<file path="src/rtl/sd_power_sequencer.sv">
// SD card power sequencer: enforces the minimum power-off time, the VDD ramp
// delay and the initialisation clock burst before reporting the card ready,
// and cuts power immediately when the host or the card goes away.
module sd_power_sequencer #(
   parameter int RampPeriod = 500000,
   parameter int OffPeriod  = 50000,
   parameter int InitClocks = 74
) (
   input  logic clk_i,
   input  logic rst_ni,
   input  logic power_req_i,
   input  logic card_inserted_i,
   input  logic card_removal_i,
   input  logic sd_clk_tick_i,
   output logic sd_power_en_o,
   output logic init_clk_en_o,
   output logic power_ready_o,
   output logic power_fault_o
);

   localparam int MaxPeriod = (RampPeriod > OffPeriod) ? RampPeriod : OffPeriod;
   localparam int CntW      = $clog2(MaxPeriod + 1);
   localparam int TickW     = $clog2(InitClocks + 1);

   localparam logic [CntW-1:0]  RampLoad = CntW'(RampPeriod - 1);
   localparam logic [CntW-1:0]  OffLoad  = CntW'(OffPeriod - 1);
   localparam logic [TickW-1:0] TickLoad = TickW'(InitClocks - 1);

   typedef enum logic [2:0] {
      HOLDOFF = 3'd0,
      OFF     = 3'd1,
      RAMP    = 3'd2,
      INIT    = 3'd3,
      READY   = 3'd4
   } state_t;

   state_t           r_state, w_state_nxt;
   logic [CntW-1:0]  r_cnt, w_cnt_nxt;
   logic [TickW-1:0] r_tick, w_tick_nxt;
   logic             r_fault, w_fault_nxt;
   logic             r_pwr_en, r_init_en, r_ready;

   logic             w_powered;
   logic             w_card_gone;
   logic             w_abort;

   // Any loss of card or host request while powered aborts the sequence.
   assign w_powered   = (r_state == RAMP) || (r_state == INIT) || (r_state == READY);
   assign w_card_gone = card_removal_i || !card_inserted_i;
   assign w_abort     = w_powered && (w_card_gone || !power_req_i);

   // Next-state logic; abort overrides every other transition.
   always_comb begin
      w_state_nxt = r_state;
      w_cnt_nxt   = r_cnt;
      w_tick_nxt  = r_tick;
      w_fault_nxt = r_fault;

      case (r_state)
         HOLDOFF: begin
            // Inputs ignored here so the off time can never be shortened.
            if (r_cnt == '0) w_state_nxt = OFF;
            else             w_cnt_nxt   = r_cnt - 1'b1;
         end
         OFF: begin
            if (power_req_i && card_inserted_i && !card_removal_i) begin
               w_state_nxt = RAMP;
               w_cnt_nxt   = RampLoad;
            end
         end
         RAMP: begin
            // Ticks are not looked at here, so none can be counted early.
            if (r_cnt == '0) begin
               w_state_nxt = INIT;
               w_tick_nxt  = TickLoad;
            end else begin
               w_cnt_nxt = r_cnt - 1'b1;
            end
         end
         INIT: begin
            if (sd_clk_tick_i) begin
               if (r_tick == '0) w_state_nxt = READY;
               else              w_tick_nxt  = r_tick - 1'b1;
            end
         end
         READY: begin
         end
         default: begin
            w_state_nxt = HOLDOFF;
            w_cnt_nxt   = OffLoad;
         end
      endcase

      if (w_abort) begin
         w_state_nxt = HOLDOFF;
         w_cnt_nxt   = OffLoad;
      end

      // Fault is sticky until the host drops its request; setting wins.
      if (w_abort && w_card_gone) w_fault_nxt = 1'b1;
      else if (!power_req_i)      w_fault_nxt = 1'b0;
   end

   // State, counters and outputs registered together from the next state.
   always_ff @(posedge clk_i or negedge rst_ni) begin
      if (!rst_ni) begin
         r_state   <= HOLDOFF;
         r_cnt     <= OffLoad;
         r_tick    <= '0;
         r_fault   <= 1'b0;
         r_pwr_en  <= 1'b0;
         r_init_en <= 1'b0;
         r_ready   <= 1'b0;
      end else begin
         r_state   <= w_state_nxt;
         r_cnt     <= w_cnt_nxt;
         r_tick    <= w_tick_nxt;
         r_fault   <= w_fault_nxt;
         r_pwr_en  <= (w_state_nxt == RAMP) || (w_state_nxt == INIT) ||
                      (w_state_nxt == READY);
         r_init_en <= (w_state_nxt == INIT);
         r_ready   <= (w_state_nxt == READY);
      end
   end

   assign sd_power_en_o = r_pwr_en;
   assign init_clk_en_o = r_init_en;
   assign power_ready_o = r_ready;
   assign power_fault_o = r_fault;

endmodule
</file>
<file path="config.mk">
export PLATFORM = sky130hd
export DESIGN_NAME = sd_power_sequencer
export DESIGN_NICKNAME = d
export VERILOG_FILES = /design/src/rtl/sd_power_sequencer.sv
export SDC_FILE = /design/constraint.sdc
export NUM_CORES = 1
export LEC_CHECK = 0
export CORE_UTILIZATION = 60
export DETAILED_ROUTE_END_ITERATION = 6
export HOLD_SLACK_MARGIN = 0.08
export PLACE_DENSITY = 0.8
export SYNTH_ARGS = -nofsm -noshare
export SYNTH_HDL_FRONTEND = slang
export SYNTH_SLANG_ARGS = --single-unit
</file>
<file path="constraint.sdc">
create_clock -name clk_i -period 4.15 [get_ports clk_i]
set_clock_uncertainty 0.2 [all_clocks]
set_input_delay 0.6225 -clock clk_i [delete_from_list [all_inputs] [get_ports clk_i]]
set_output_delay 0.6225 -clock clk_i [all_outputs]
set_load 0.1 [all_outputs]
</file>
[Word level (Yosys, flattened, before mapping)]
Cells that the tools add are included.
W data, S select, Z words.
Word-level totals
  register bits after elaboration: 33
  word-level logic and storage cells: 61
Operators by class
  $add $sub $neg: 2
  eq/ne operators: 14
  multiplexer cells: 17
  reduce and logical (&&, ||, !) cells: 21
Operators by type and width (number)
  $mux W19: 3
  $pmux W19 S3: 1
  $mux W7: 3
  $logic_not A19 Y1: 1
  $sub A19 B1 Y19 const B: 1
  $mux W3: 6
  $pmux W3 S5: 1
  $pmux W7 S2: 1
  $eq A3 B2 Y1 const B: 4
  $logic_not A7 Y1: 1
  $sub A7 B1 Y7 const B: 1
  $eq A3 B3 Y1 const B: 2
  $logic_or A1 B1 Y1: 6
  $ne A2 B1 Y1 const B: 3
  $ne A3 B3 Y1 const B: 2
  $logic_and A1 B1 Y1: 4
  $ne A2 B2 Y1 const B: 2
  $reduce_and A4 Y1: 1
  $reduce_or A2 Y1: 2
  $eq A3 B1 Y1 const B: 1
  $logic_not A1 Y1: 3
  $logic_not A3 Y1: 1
  $reduce_and A3 Y1: 1
  $mux W1: 2
  $reduce_bool A2 Y1: 1

[Depth between registers and ports, before layout]
Gate-level depths: netlist of the first run.
  word-level depth: 8
  depth in mapped cells: 8
  mapped depth without buffers: 7

[Worst setup path before layout of the first run]
OpenSTA, ideal clock, no wires.
  path type: reg-to-reg
  from: register r_cnt[0]
  to: register r_cnt[14]
  library setup time: 0.079 ns
  arrival time: 2.111 ns
  required time: 3.871 ns
  slack: 1.760 ns
  cell stages (with the launch flop): 8
  buffers on the path: 0
  path through: dfstp_2 inv_1 ha_1 or4b_1 or2_4 or3_1 a22o_1 a22o_1
Between the ends
  word-level cells in the longest chain between the ends: 4
  elaborated cells between the ends (all ways): 7
  those cells by class: 1 x add/sub; 1 x eq/ne; 3 x mux; 2 x reduce/logical
RTL lines
  from (decl): RTL line 38  | logic [CntW-1:0] r_cnt, w_cnt_nxt;
  from (signal assigned): RTL line 108  | r_cnt <= OffLoad;
  from (signal assigned): RTL line 116  | r_cnt <= w_cnt_nxt;
  $sub A19 B1 Y19: RTL line 63, 77
  $mux W19: RTL line 62, 73
  $pmux W19 S3: RTL line 59  | case (r_state)
  $mux W19: RTL line 94  | if (w_abort) begin
Parallel ways exist; a longest one is shown, timed or not. The select of a mux whose other input is x is not followed.
A chain may end at the register's enable or synchronous reset.

[Worst setup path after layout of the first run]
Ends and elaborated chain as after synthesis.

==> reports/summary.log, run 1 <==
qor: cells_and_area.post_route_cells_drive_above_1_share 0.149
qor: power.intPower 0.634 mW
qor: setup_path.worst-r2r-setup-slack 1410 ps
qor: setup_path.timing.critical_path.required 4240 ps
qor: route.final_antenna_net_count 0
qor: clocking.clock_sink_count 33
qor: power.power.leakage 0.862 nW
qor: global_routing.grt_first_pass_wirelength 7420 um
qor: synthesis.synth_area 1970 um2
qor: sta.period_needed 2740 ps
qor: cells_and_area.seq_area 837 um2
qor: clocking.cts_made_buffers 5
qor: floorplanning.design.portCount 10
qor: cells_and_area.final_cell_area 2160 um2
qor: power.clkPwrFrac 0.206
qor: synthesis.synth-edff-count 0
qor: global_routing.grt_pass1_vias 1663
qor: sta.fmaxAchievable 0.365 GHz
qor: clocking.hold_buffers 0
qor: sta.max_slew_margin 0.351
qor: power.ir_drop 307 uV
qor: sta.worst_pin_slew 970 ps
qor: synthesis.yosysUniqueCellTypes 52
qor: clocking.post-cts-setup-buffer-count 0
qor: flow_run.max-cap-violations 0
qor: setup_path.critical_path.max_fanout 14
qor: floorplanning.die_area 3520 um2
qor: cells_and_area.finish.net_count 230
qor: sta.finalCritPeriodShare 0.660
qor: setup_path.reg2regPathDepth 7
qor: sta.number_of_pins_with_negative_max_slew_slack_in_the_final_report 0
qor: setup_path.reg2reg_from r_cnt[0]
qor: global_routing.grt_antenna_before_repair 0
qor: floorplanning.core 3080 um2
qor: place.place_area 2090 um2
qor: worst_hold_path.worst_hold_path_type flip-flop to flip-flop
qor: route.post-route-drc-count 0
qor: worst_hold_path.timing.hold.worst_path_depth 2
qor: global_routing.grt_max_degree 22
qor: synthesis.synth_flop_cell sky130_fd_sc_hd__dfrtp_1
qor: power.net-switching-power 0.365 mW
qor: route.dr.first_iter.drc_count 124
qor: status.outcome complete, no violations
qor: setup_path.timing.critical_path.max_delay_family simple AND/OR/NAND/NOR gates
qor: power.seqPwrFrac 0.496
qor: clocking.cts.repair.resized 0
qor: setup_path.critical_path.startpoint_type flip-flop
qor: setup_path.critical_path_buf_inv_count 1
qor: cells_and_area.multi_input_comb_area 1050 um2
qor: cells_and_area.layout-area-overhead-vs-synth 9.47%
qor: place.io_buffer_count 9
qor: worst_hold_path.worst_hold_path.endpoint power_fault_o
qor: sta.grt_setup_unrepaired no
qor: setup_path.cp-end-kind flip-flop
qor: power.power_density 464 nW/um2
qor: cells_and_area.antenna_cells 0
qor: place.finalWeightedCongestion 0.928
qor: route.post_drt_wl_per_cell 16.9 um
qor: synthesis.synth_fp_nets 222
qor: global_routing.grt_remaining_overflow 0
qor: clocking.cts.root.buffer_cell sky130_fd_sc_hd__clkbuf_4
qor: worst_hold_path.min_from power_fault_o
qor: setup_path.r2r-end r_cnt[14]
qor: place.dp_cells 258
qor: synthesis.synth_sequential_area_ratio 0.425
qor: setup_path.criticalPathCategory flip-flop to flip-flop
qor: global_routing.globalRouteTotalUtil 0.290
qor: clocking.cts_max_level 2
qor: clocking.cts.path.max_buffers 2
qor: synthesis.syn-mean-instance-area 9.25 um2
qor: clocking.worst_setup_hold_path_clk_slew 110 ps
qor: clocking.tritoncts_clock_tree done
qor: sta.timing.setup.tns 0 ps
qor: route.num_vias 1691
qor: route.totalWireLength 4500 um
qor: sta.hold_vio_cnt_final 0
qor: cells_and_area.fin_util 0.700
qor: floorplanning.floorplan.die.height 59.3 um
qor: power.swShare 0.365
qor: power.power_frac_comb 0.297
qor: cells_and_area.fillerInstances 259
qor: sta.setup_viol 0
qor: route.detail_route.vias_per_cell 6.36
qor: clocking.clk_latency 340 ps
qor: cells_and_area.instances_no_fill 266
qor: floorplanning.row_count 20
qor: setup_path.critical_path.cell_chain inv_1 -> ha_1 -> or4b_1 -> or2_4 -> or3_1 -> o31ai_1 -> a22o_1
qor: setup_path.largest_stage_delay_on_the_critical_path 590 ps
qor: setup_path.crit_slowest_cell sky130_fd_sc_hd__or4b_1
qor: synthesis.synth-async-reset-ratio 1.00
qor: place.dp_hpwl 3110 um
qor: setup_path.arrival 2820 ps
qor: route.first_pass_iteration_count_of_the_detailed_router 4
qor: synthesis.ys_seq_elements 33
qor: floorplanning.initial_core_util 0.640
qor: synthesis.yosys_warnings 0
qor: synthesis.postSynthCellCount 213
qor: floorplanning.die_w 59.3 um
-- kinds of logic after synthesis --
family                   after synthesis  synth area share
AND/OR/NAND/NOR                       89             0.241
AO/OA/AOI/OAI                         55             0.207
flip-flops                            33             0.425
buffers and inverters                 18            0.0394
XOR/XNOR                              13            0.0578
adder cells (fa/ha/maj)                3            0.0191
multiplexers                           2            0.0102
-- through the flow --
step / total power [mW] / hold WS [ps] / setup WS [ps]
3_5_place_dp: 0.790 / 283 / 1190
2_1_floorplan: 0.704 / 127 / 1760
6_report: 1.00 / 303 / 1410
5_1_grt: 1.07 / 328 / 1370
4_1_cts: 0.997 / 304 / 1450
3_3_place_gp: 0.769 / 270 / 1320
-- placed cells by master (no fill, tap or decap), types with 4 or more instances in the layout --
cell type,n
sky130_fd_sc_hd__nor4_1,5
sky130_fd_sc_hd__a21oi_1,12
sky130_fd_sc_hd__nor2_1,28
sky130_fd_sc_hd__inv_1,7
sky130_fd_sc_hd__dfrtp_1,24
sky130_fd_sc_hd__dfstp_2,9
sky130_fd_sc_hd__nand2_1,15
sky130_fd_sc_hd__a31oi_1,5
sky130_fd_sc_hd__o21ai_0,6
sky130_fd_sc_hd__clkdlybuf4s50_1,9
sky130_fd_sc_hd__xor2_1,13
sky130_fd_sc_hd__or4_1,4
sky130_fd_sc_hd__nor3_1,8
sky130_fd_sc_hd__clkbuf_4,5
sky130_fd_sc_hd__o211ai_1,4
sky130_fd_sc_hd__a22o_1,4
sky130_fd_sc_hd__nand3_1,8
-- state kept, by name, indices dropped and copies added (netlist names) --
register,cells
r_cnt,19
power_ready_o,1
r_tick,7
power_fault_o,1
init_clk_en_o,1
sd_power_en_o,1
r_state,3
-- power groups by stage --
stage                     Sequential [mW]  Clock, mW  Combinational (mW)
final                               0.496      0.206               0.297
after global routing                0.504      0.229               0.334
after CTS                           0.491      0.212               0.294
after detailed placement            0.496          0               0.294
after global placement              0.491          0               0.278
after floorplan                     0.472          0               0.233
-- synthesized netlist by cell type, types with 2 or more instances --
cell / instances / share of area
sky130_fd_sc_hd__o21ai_0: 6 / 0.015
sky130_fd_sc_hd__clkbuf_1: 6 / 0.011
sky130_fd_sc_hd__o31ai_1: 3 / 0.011
sky130_fd_sc_hd__nor4_1: 5 / 0.016
sky130_fd_sc_hd__buf_2: 2 / 0.0051
sky130_fd_sc_hd__xor2_1: 13 / 0.058
sky130_fd_sc_hd__nor2b_1: 3 / 0.0095
sky130_fd_sc_hd__o22ai_1: 3 / 0.0095
sky130_fd_sc_hd__or3_1: 2 / 0.0064
sky130_fd_sc_hd__o21ai_1: 2 / 0.0051
sky130_fd_sc_hd__or4_1: 4 / 0.015
sky130_fd_sc_hd__inv_1: 7 / 0.013
sky130_fd_sc_hd__o211ai_2: 3 / 0.019
sky130_fd_sc_hd__or2_2: 3 / 0.0095
sky130_fd_sc_hd__mux2i_1: 2 / 0.010
sky130_fd_sc_hd__a22o_1: 4 / 0.018
sky130_fd_sc_hd__nand2_1: 15 / 0.029
sky130_fd_sc_hd__a31oi_1: 5 / 0.016
sky130_fd_sc_hd__nor2_1: 28 / 0.053
sky130_fd_sc_hd__nor3_1: 8 / 0.020
sky130_fd_sc_hd__a21oi_1: 12 / 0.030
sky130_fd_sc_hd__dfstp_2: 9 / 0.12
sky130_fd_sc_hd__ha_1: 3 / 0.019
sky130_fd_sc_hd__buf_1: 2 / 0.0038
sky130_fd_sc_hd__nand3_1: 8 / 0.020
sky130_fd_sc_hd__nand4b_1: 2 / 0.0089
sky130_fd_sc_hd__nand3b_1: 2 / 0.0076
sky130_fd_sc_hd__dfrtp_1: 24 / 0.30
sky130_fd_sc_hd__o211ai_1: 4 / 0.015
-- routing by layer --
metal  wire length [um]  vias up  GRT usage
met3                309        8     0.0808
met4                 76        0      0.105
met5                  0        -          0
met2               2120       59      0.467
met1               1990      829      0.373
li1                   -      795          -
-- worst min-delay path, stage by stage, from the launching register on --
cell and delay, ps:
sky130_fd_sc_hd__dfrtp_1 360, sky130_fd_sc_hd__nand2_1 50, sky130_fd_sc_hd__o21ai_0 60
-- final cells by class --
| class | instances | area share |
|---|---|---|
| repair buffers | 12 | 0.0522 |
| multi-input cells | 162 | 0.489 |
| flip-flops and latches | 33 | 0.388 |
| inverters | 7 | 0.0122 |
| well taps | 44 | 0.0255 |
| clock inverters | 1 | 0.00232 |
| clock buffers | 7 | 0.0302 |
-- how the worst max path moves through the flow --
stage,from,end,slack (ps),cells after the start
after CTS,r_cnt[0],r_cnt[14],1450,7
after global placement,card_removal_i,r_cnt[6],1320,6
after floorplan,r_cnt[0],r_cnt[14],1760,7
after detailed placement,card_removal_i,r_cnt[14],1190,6
final,r_cnt[0],r_cnt[14],1410,7
after global routing,r_cnt[0],r_cnt[14],1370,7
(Power assumes the default switching activity.)
==> inputs of run 2 (changes only) <==
Settings changed: CORE_UTILIZATION 60 to 54, PLACE_DENSITY 0.8 to 0.76.
Clock period 4.15 ns to 2.24 ns, I/O delays scaled along.
==> run 2 against run 1 <==
  * The run now ends with negative setup slack left
  * Maximum frequency is 17% higher
  * Final area up 16%
  * Worst setup slack got worse by 1500 ps
  * Clock power rose by 78%
  * Clock-buffer cell count up 1
  * Core utilization grew 3.3 points
  * First-iteration DRC count shrank 2.4%
  * Power is 110% higher
  * Critical path depth is the same
  * Non-clock buffer count grew 33
  * Flip-flop and latch count unchanged
  * Critical path type unchanged
  * Highest routed layer unchanged
==> reports/summary.log, run 2 (synthesis results as in run 1) <==
qor: status.outcome complete, but fails checks
qor: status.violations negative setup slack
qor: sta.fmaxAchievable 0.428 GHz
qor: sta.finalWorstSetupSlack -95.1 ps
qor: sta.hold_slack 177 ps
qor: clocking.worst_setup_hold_path_clk_slew 110 ps
qor: place.finalWeightedCongestion 0.913
qor: place.io_buffer_count 9
qor: cells_and_area.layout.cells.most_common_list 39 x sky130_fd_sc_hd__buf_4, 27 x sky130_fd_sc_hd__nor2_1, 24 x sky130_fd_sc_hd__dfrtp_1, 14 x sky130_fd_sc_hd__nand2_1, 13 x sky130_fd_sc_hd__xor2_1
qor: power.intPower 1.29 mW
qor: sta.number_of_pins_with_negative_max_slew_slack_in_the_final_report 0
qor: setup_path.reg2regPathDepth 7
qor: setup_path.r2r-end r_cnt[14]
qor: global_routing.grt_antenna_before_repair 0
qor: sta.max_slew_margin 0.659
qor: floorplanning.initial_core_util 0.577
qor: setup_path.timing.critical_path.required 2330 ps
qor: cells_and_area.finish.net_count 265
qor: clocking.cts_made_buffers 5
qor: sta.setup_viol 8
qor: sta.period_needed 2340 ps
qor: power.clkPwrFrac 0.178
qor: clocking.post-cts-setup-buffer-count 0
qor: global_routing.grt_remaining_overflow 0
qor: route.num_vias 1834
qor: route.final_antenna_net_count 0
qor: cells_and_area.top_register r_cnt
qor: sta.grt_setup_unrepaired yes
qor: floorplanning.row_count 21
qor: clocking.cts_max_level 2
qor: setup_path.critical_path.max_fanout 5
qor: route.post_drt_wl_per_cell 16.5 um
qor: setup_path.cp-end-kind flip-flop
qor: cells_and_area.largest_reg_flops 19
qor: setup_path.arrival 2420 ps
qor: power.power_frac_comb 0.395
qor: setup_path.cp-startpoint r_cnt[1]
qor: cells_and_area.reg_top3 r_cnt: 19 flops, r_tick: 7 flops, r_state: 3 flops
qor: route.post-route-drc-count 0
qor: floorplanning.die_w 62.4 um
qor: clocking.clk_latency 350 ps
qor: global_routing.globalRouteTotalUtil 0.266
qor: route.first_pass_iteration_count_of_the_detailed_router 4
qor: clocking.cts.path.max_buffers 2
qor: cells_and_area.multi_input_comb_area 1170 um2
qor: power.final_total_pwr 2.06 mW
qor: floorplanning.design.portCount 10
qor: power.swShare 0.372
qor: setup_path.critical_path.startpoint_type flip-flop
qor: sta.worst_pin_slew 512 ps
qor: cells_and_area.layout.cells.most_common sky130_fd_sc_hd__buf_4
qor: clocking.cts.root.buffer_cell sky130_fd_sc_hd__clkbuf_4
qor: power.power.leakage 1.03 nW
qor: global_routing.grt_max_degree 34
qor: route.detail_route.vias_per_cell 6.05
qor: clocking.tritoncts_clock_tree done
qor: cells_and_area.post_route_cells_drive_above_1_share 0.346
qor: sta.finalCritPeriodShare 1.04
qor: flow_run.max-cap-violations 0
qor: worst_hold_path.worst_hold_path_type input pin to asynchronous set/reset pin
qor: global_routing.grt_first_pass_wirelength 8110 um
qor: setup_path.worstSetupEndpoint r_cnt[14]
qor: setup_path.worst-r2r-setup-slack -100 ps
qor: power.power_density 823 nW/um2
qor: route.totalWireLength 4990 um
qor: global_routing.grt_pass1_vias 1786
qor: power.net-switching-power 0.767 mW
qor: setup_path.criticalPathCategory flip-flop to flip-flop
qor: cells_and_area.fillerInstances 239
qor: floorplanning.core 3420 um2
qor: route.dr.first_iter.drc_count 121
qor: setup_path.reg2reg_from r_cnt[1]
qor: cells_and_area.layout-area-overhead-vs-synth 27.1%
qor: clocking.clock_sink_count 33
qor: power.seqPwrFrac 0.427
qor: cells_and_area.seq_area 837 um2
qor: sta.hold_vio_cnt_final 0
qor: sta.timing.setup.tns -215 ps
qor: place.dp_hpwl 3460 um
qor: floorplanning.die_area 3890 um2
qor: power.ir_drop 493 uV
qor: floorplanning.floorplan.die.height 62.4 um
qor: cells_and_area.antenna_cells 0
==> run 2: cell count changes in the layout (fill, tap and decap cells not counted), sizes merged <==
cell,previous run,this run
buf,3,40
clkdlybuf4s50,9,5
clkbuf,7,8
clkinv,1,0
or2,4,5
or3,3,4
==> run 2: worst min-delay path by stage <==
| stage | from | to | slack (ps) |
|---|---|---|---|
| after detailed placement | r_cnt[8] | r_cnt[8] | 300 |
| final | rst_ni | r_tick[3] | 180 |
| after floorplan | rst_ni | init_clk_en_o | -160 |
| after CTS | rst_ni | r_tick[3] | 200 |
| after global routing | rst_ni | r_tick[3] | 250 |
| after global placement | power_fault_o | power_fault_o | 280 |
==> run 2: layer usage <==
metal | wire length, um | part of all wire | vias up | track usage
met4 | 87 | 0.017 | 0 | 0.108
met1 | 2080 | 0.42 | 873 | 0.338
met3 | 343 | 0.069 | 13 | 0.0420
met2 | 2480 | 0.50 | 79 | 0.451
li1 | - | - | 869 | -
met5 | 0 | 0 | - | 0
==> run 2: layout make-up <==
cell class / count / area share
Clock buffer: 8 / 0.0235
Timing Repair Buffer: 45 / 0.141
Tap cell: 46 / 0.0230
Inverter: 7 / 0.0105
Sequential cell: 33 / 0.334
Multi-Input combinational cell: 164 / 0.467
==> run 2: power groups by stage <==
stage	logic (mW)	registers [mW]	clock network, mW
6_report	0.813	0.880	0.367
5_1_grt	0.885	0.898	0.383
4_1_cts	0.754	0.873	0.360
3_5_place_dp	0.747	0.880	0
3_3_place_gp	0.708	0.870	0
2_1_floorplan	0.449	0.879	0
==> run 2: metrics by stage <==
stage               utilization  instances  instance area, um2  setup WS [ps]
finish                    0.733        303                2500          -95.1
global route              0.733        303                2500           -141
CTS                       0.711        303                2430          -59.1
detailed placement        0.686        293                2340          -58.8
global placement          0.686        293                2340          -10.9
floorplan                     -        213                1990          -38.9
==> run 2: timing repair <==
item	in CTS	in global routing
endpoints found under the setup margin	14	25
cloned	2	0
resized for setup	3	17
pin swaps	3	8
hold buffers	0	0
==> run 2: critical path, stage by stage (launching register included) <==
cell and delay (ps):
sky130_fd_sc_hd__dfstp_2 390, sky130_fd_sc_hd__inv_2 60, sky130_fd_sc_hd__ha_4 130, sky130_fd_sc_hd__or4b_4 480, sky130_fd_sc_hd__or2_4 290, sky130_fd_sc_hd__or3_4 350
sky130_fd_sc_hd__a22o_1 190, sky130_fd_sc_hd__a22o_1 170
==> inputs of run 3 (changes only) <==
Settings changed: PLACE_DENSITY 0.76 to default, PLACE_DENSITY_LB_ADDON from default to 0.08, SLEW_MARGIN from default to 40.
==> run 3 against run 2 <==
  * The run still ends with negative setup slack left
  * Register-to-register slack barely moved
  * Die area is the same
  * Non-clock buffer count increased by 6
  * Clock power shrank 5%
  * Worst hold slack better by 15 ps
  * First-iteration DRC count fell by 13%
  * Wire length grew 3.3%
  * Final area increased by 2.2%
  * Core utilization grew 1.6 points
  * Global-route usage up 3.0 points
  * Sequential power shrank 1%
  * Sequential share of layout area is 0.72 points lower
  * Highest routed layer unchanged
==> reports/summary.log, run 3 (synthesis results as in run 1) <==
qor: setup_path.worst-r2r-setup-slack -110 ps
qor: power.seqPwrFrac 0.413
qor: sta.period_needed 2350 ps
qor: clocking.clk_latency 340 ps
qor: global_routing.grt_max_degree 34
qor: clocking.cts_made_buffers 5
qor: floorplanning.row_count 21
qor: global_routing.grt_remaining_overflow 0
qor: route.detail_route.vias_per_cell 5.96
qor: route.totalWireLength 5160 um
qor: power.clkPwrFrac 0.167
qor: setup_path.crit_slowest_cell sky130_fd_sc_hd__or4b_4
qor: place.io_buffer_count 9
qor: cells_and_area.layout.cells.most_common_list 43 x sky130_fd_sc_hd__buf_4, 26 x sky130_fd_sc_hd__nor2_1, 24 x sky130_fd_sc_hd__dfrtp_1, 14 x sky130_fd_sc_hd__nand2_1, 13 x sky130_fd_sc_hd__xor2_1
qor: sta.hold_slack 192 ps
qor: setup_path.cp-end-kind flip-flop
qor: sta.worst_pin_slew 597 ps
qor: clocking.worst_setup_hold_path_clk_slew 100 ps
qor: route.num_vias 1835
qor: floorplanning.floorplan.die.height 62.4 um
qor: flow_run.max-cap-violations 0
qor: setup_path.critical_path.cell_chain inv_2 -> ha_4 -> or4b_4 -> or2_4 -> or3_4 -> a22o_1 -> a22o_1
qor: floorplanning.initial_core_util 0.577
qor: power.power.leakage 1.07 nW
qor: power.power_density 820 nW/um2
qor: place.dp_cells 297
qor: sta.finalWorstSetupSlack -108 ps
qor: route.post_drt_wl_per_cell 16.8 um
qor: clocking.cts.path.max_buffers 2
qor: cells_and_area.antenna_cells 0
qor: floorplanning.die_w 62.4 um
qor: cells_and_area.layout-area-overhead-vs-synth 29.9%
qor: sta.finalCritPeriodShare 1.05
qor: status.violations negative setup slack
qor: route.dr.first_iter.drc_count 105
qor: setup_path.critical_path.max_fanout 8
qor: clocking.hold_buffers 0
qor: cells_and_area.largest_reg_flops 19
qor: sta.fmaxAchievable 0.426 GHz
qor: cells_and_area.finish.net_count 270
qor: route.first_pass_iteration_count_of_the_detailed_router 4
qor: power.ir_drop 544 uV
qor: clocking.cts_max_level 2
qor: floorplanning.design.portCount 10
qor: power.power_frac_comb 0.420
qor: status.outcome complete, but fails checks
qor: sta.hold_vio_cnt_final 0
qor: setup_path.path_common_cell sky130_fd_sc_hd__a22o_1
qor: setup_path.arrival 2420 ps
qor: sta.setup_viol 11
qor: setup_path.reg2regPathDepth 7
qor: global_routing.grt_antenna_before_repair 0
qor: floorplanning.core 3420 um2
qor: global_routing.grt_first_pass_wirelength 8780 um
qor: cells_and_area.top_register r_cnt
qor: cells_and_area.instances_no_fill 308
qor: sta.max_slew_margin 0.599
qor: cells_and_area.layout.cells.most_common sky130_fd_sc_hd__buf_4
qor: setup_path.largest_stage_delay_on_the_critical_path 460 ps
qor: setup_path.timing.critical_path.required 2310 ps
qor: sta.grt_setup_unrepaired yes
qor: worst_hold_path.worst_hold_path_type input pin to asynchronous set/reset pin
qor: route.post-route-drc-count 0
qor: place.dp_hpwl 3560 um
qor: power.intPower 1.33 mW
qor: cells_and_area.post_route_cells_drive_above_1_share 0.359
qor: cells_and_area.reg_top3 r_cnt: 19 flops, r_tick: 7 flops, r_state: 3 flops
qor: sta.number_of_pins_with_negative_max_slew_slack_in_the_final_report 0
qor: clocking.cts.root.buffer_cell sky130_fd_sc_hd__clkbuf_4
qor: global_routing.globalRouteTotalUtil 0.295
qor: clocking.tritoncts_clock_tree done
qor: clocking.clock_sink_count 33
qor: setup_path.reg2reg_from r_cnt[1]
qor: global_routing.grt_pass1_vias 1883
qor: setup_path.r2r-end r_cnt[14]
qor: route.final_antenna_net_count 0
qor: place.finalWeightedCongestion 0.880
qor: setup_path.critical_path.startpoint_type flip-flop
qor: cells_and_area.fillerInstances 260
qor: setup_path.criticalPathCategory flip-flop to flip-flop
qor: power.net-switching-power 0.768 mW
qor: power.swShare 0.366
qor: floorplanning.die_area 3890 um2
[run 3: cell types whose count changed in the layout (fill, tap and decap cells not counted), sizes merged]
cell  previous run  this run
buf             40        46
or2              5         4
[run 3: cell type report]
type | instances | area [um2] | share of cell area
multi-input cells | 163 | 1170 | 0.458
flip-flops and latches | 33 | 837 | 0.327
repair buffers | 51 | 407 | 0.159
clock buffers | 8 | 58.8 | 0.0230
well taps | 46 | 57.6 | 0.0225
inverters | 7 | 26.3 | 0.0103
[run 3: through the flow]
stage | utilization | power [mW] | setup WS [ps] | instance area, um2 | TNS, ps
floorplan | - | 1.33 | -38.9 | 1990 | -117
global placement | 0.695 | 1.61 | -53.6 | 2370 | -117
detailed placement | 0.695 | 1.65 | -125 | 2370 | -691
CTS | 0.733 | 2.05 | -66.3 | 2500 | -197
global route | 0.749 | 2.24 | -162 | 2560 | -1630
finish | 0.749 | 2.10 | -108 | 2560 | -539
[run 3: worst max path at each step]
stage	startpoint	to	slack (ps)	cells after the start
after floorplan	r_cnt[10]	r_cnt[5]	-40	7
after global placement	card_removal_i	r_cnt[9]	-50	6
after detailed placement	card_removal_i	r_cnt[9]	-120	6
after CTS	r_cnt[1]	r_cnt[14]	-70	7
after global routing	r_cnt[1]	r_cnt[14]	-160	7
final	r_cnt[1]	r_cnt[14]	-110	7
[run 3: per-layer routing]
layer  vias to the layer above  GRT usage  part of all wire
li1                        877          -                 -
met3                        15     0.0584             0.053
met5                         -          0                 0
met1                       875      0.371              0.42
met2                        68      0.477              0.50
met4                         0      0.166             0.026
[run 3: power by group through the flow]
stage	Clock [mW]	Sequential (mW)	Combinational [mW]
global placement	0	0.856	0.753
global route	0.385	0.882	0.970
detailed placement	0	0.866	0.788
CTS	0.366	0.860	0.825
floorplan	0	0.879	0.449
finish	0.350	0.868	0.882
[run 3: what timing repair did]
item                                    CTS  global route
cloned                                    1             0
pin swaps                                 7            14
endpoints found under the setup margin   13            23
buffers inserted                          1             1
hold endpoints to repair                  0             0
gates resized for setup                  13            10
[run 3: critical path: cells and delay by family, from the launching register on]
family | cells | cell delay, ps
and+or+nand+nor | 3 | 1140
buffers and inverters | 1 | 60
AOI/OAI and AO/OA | 2 | 360
adders and majority gates | 1 | 130
DFF | 1 | 390
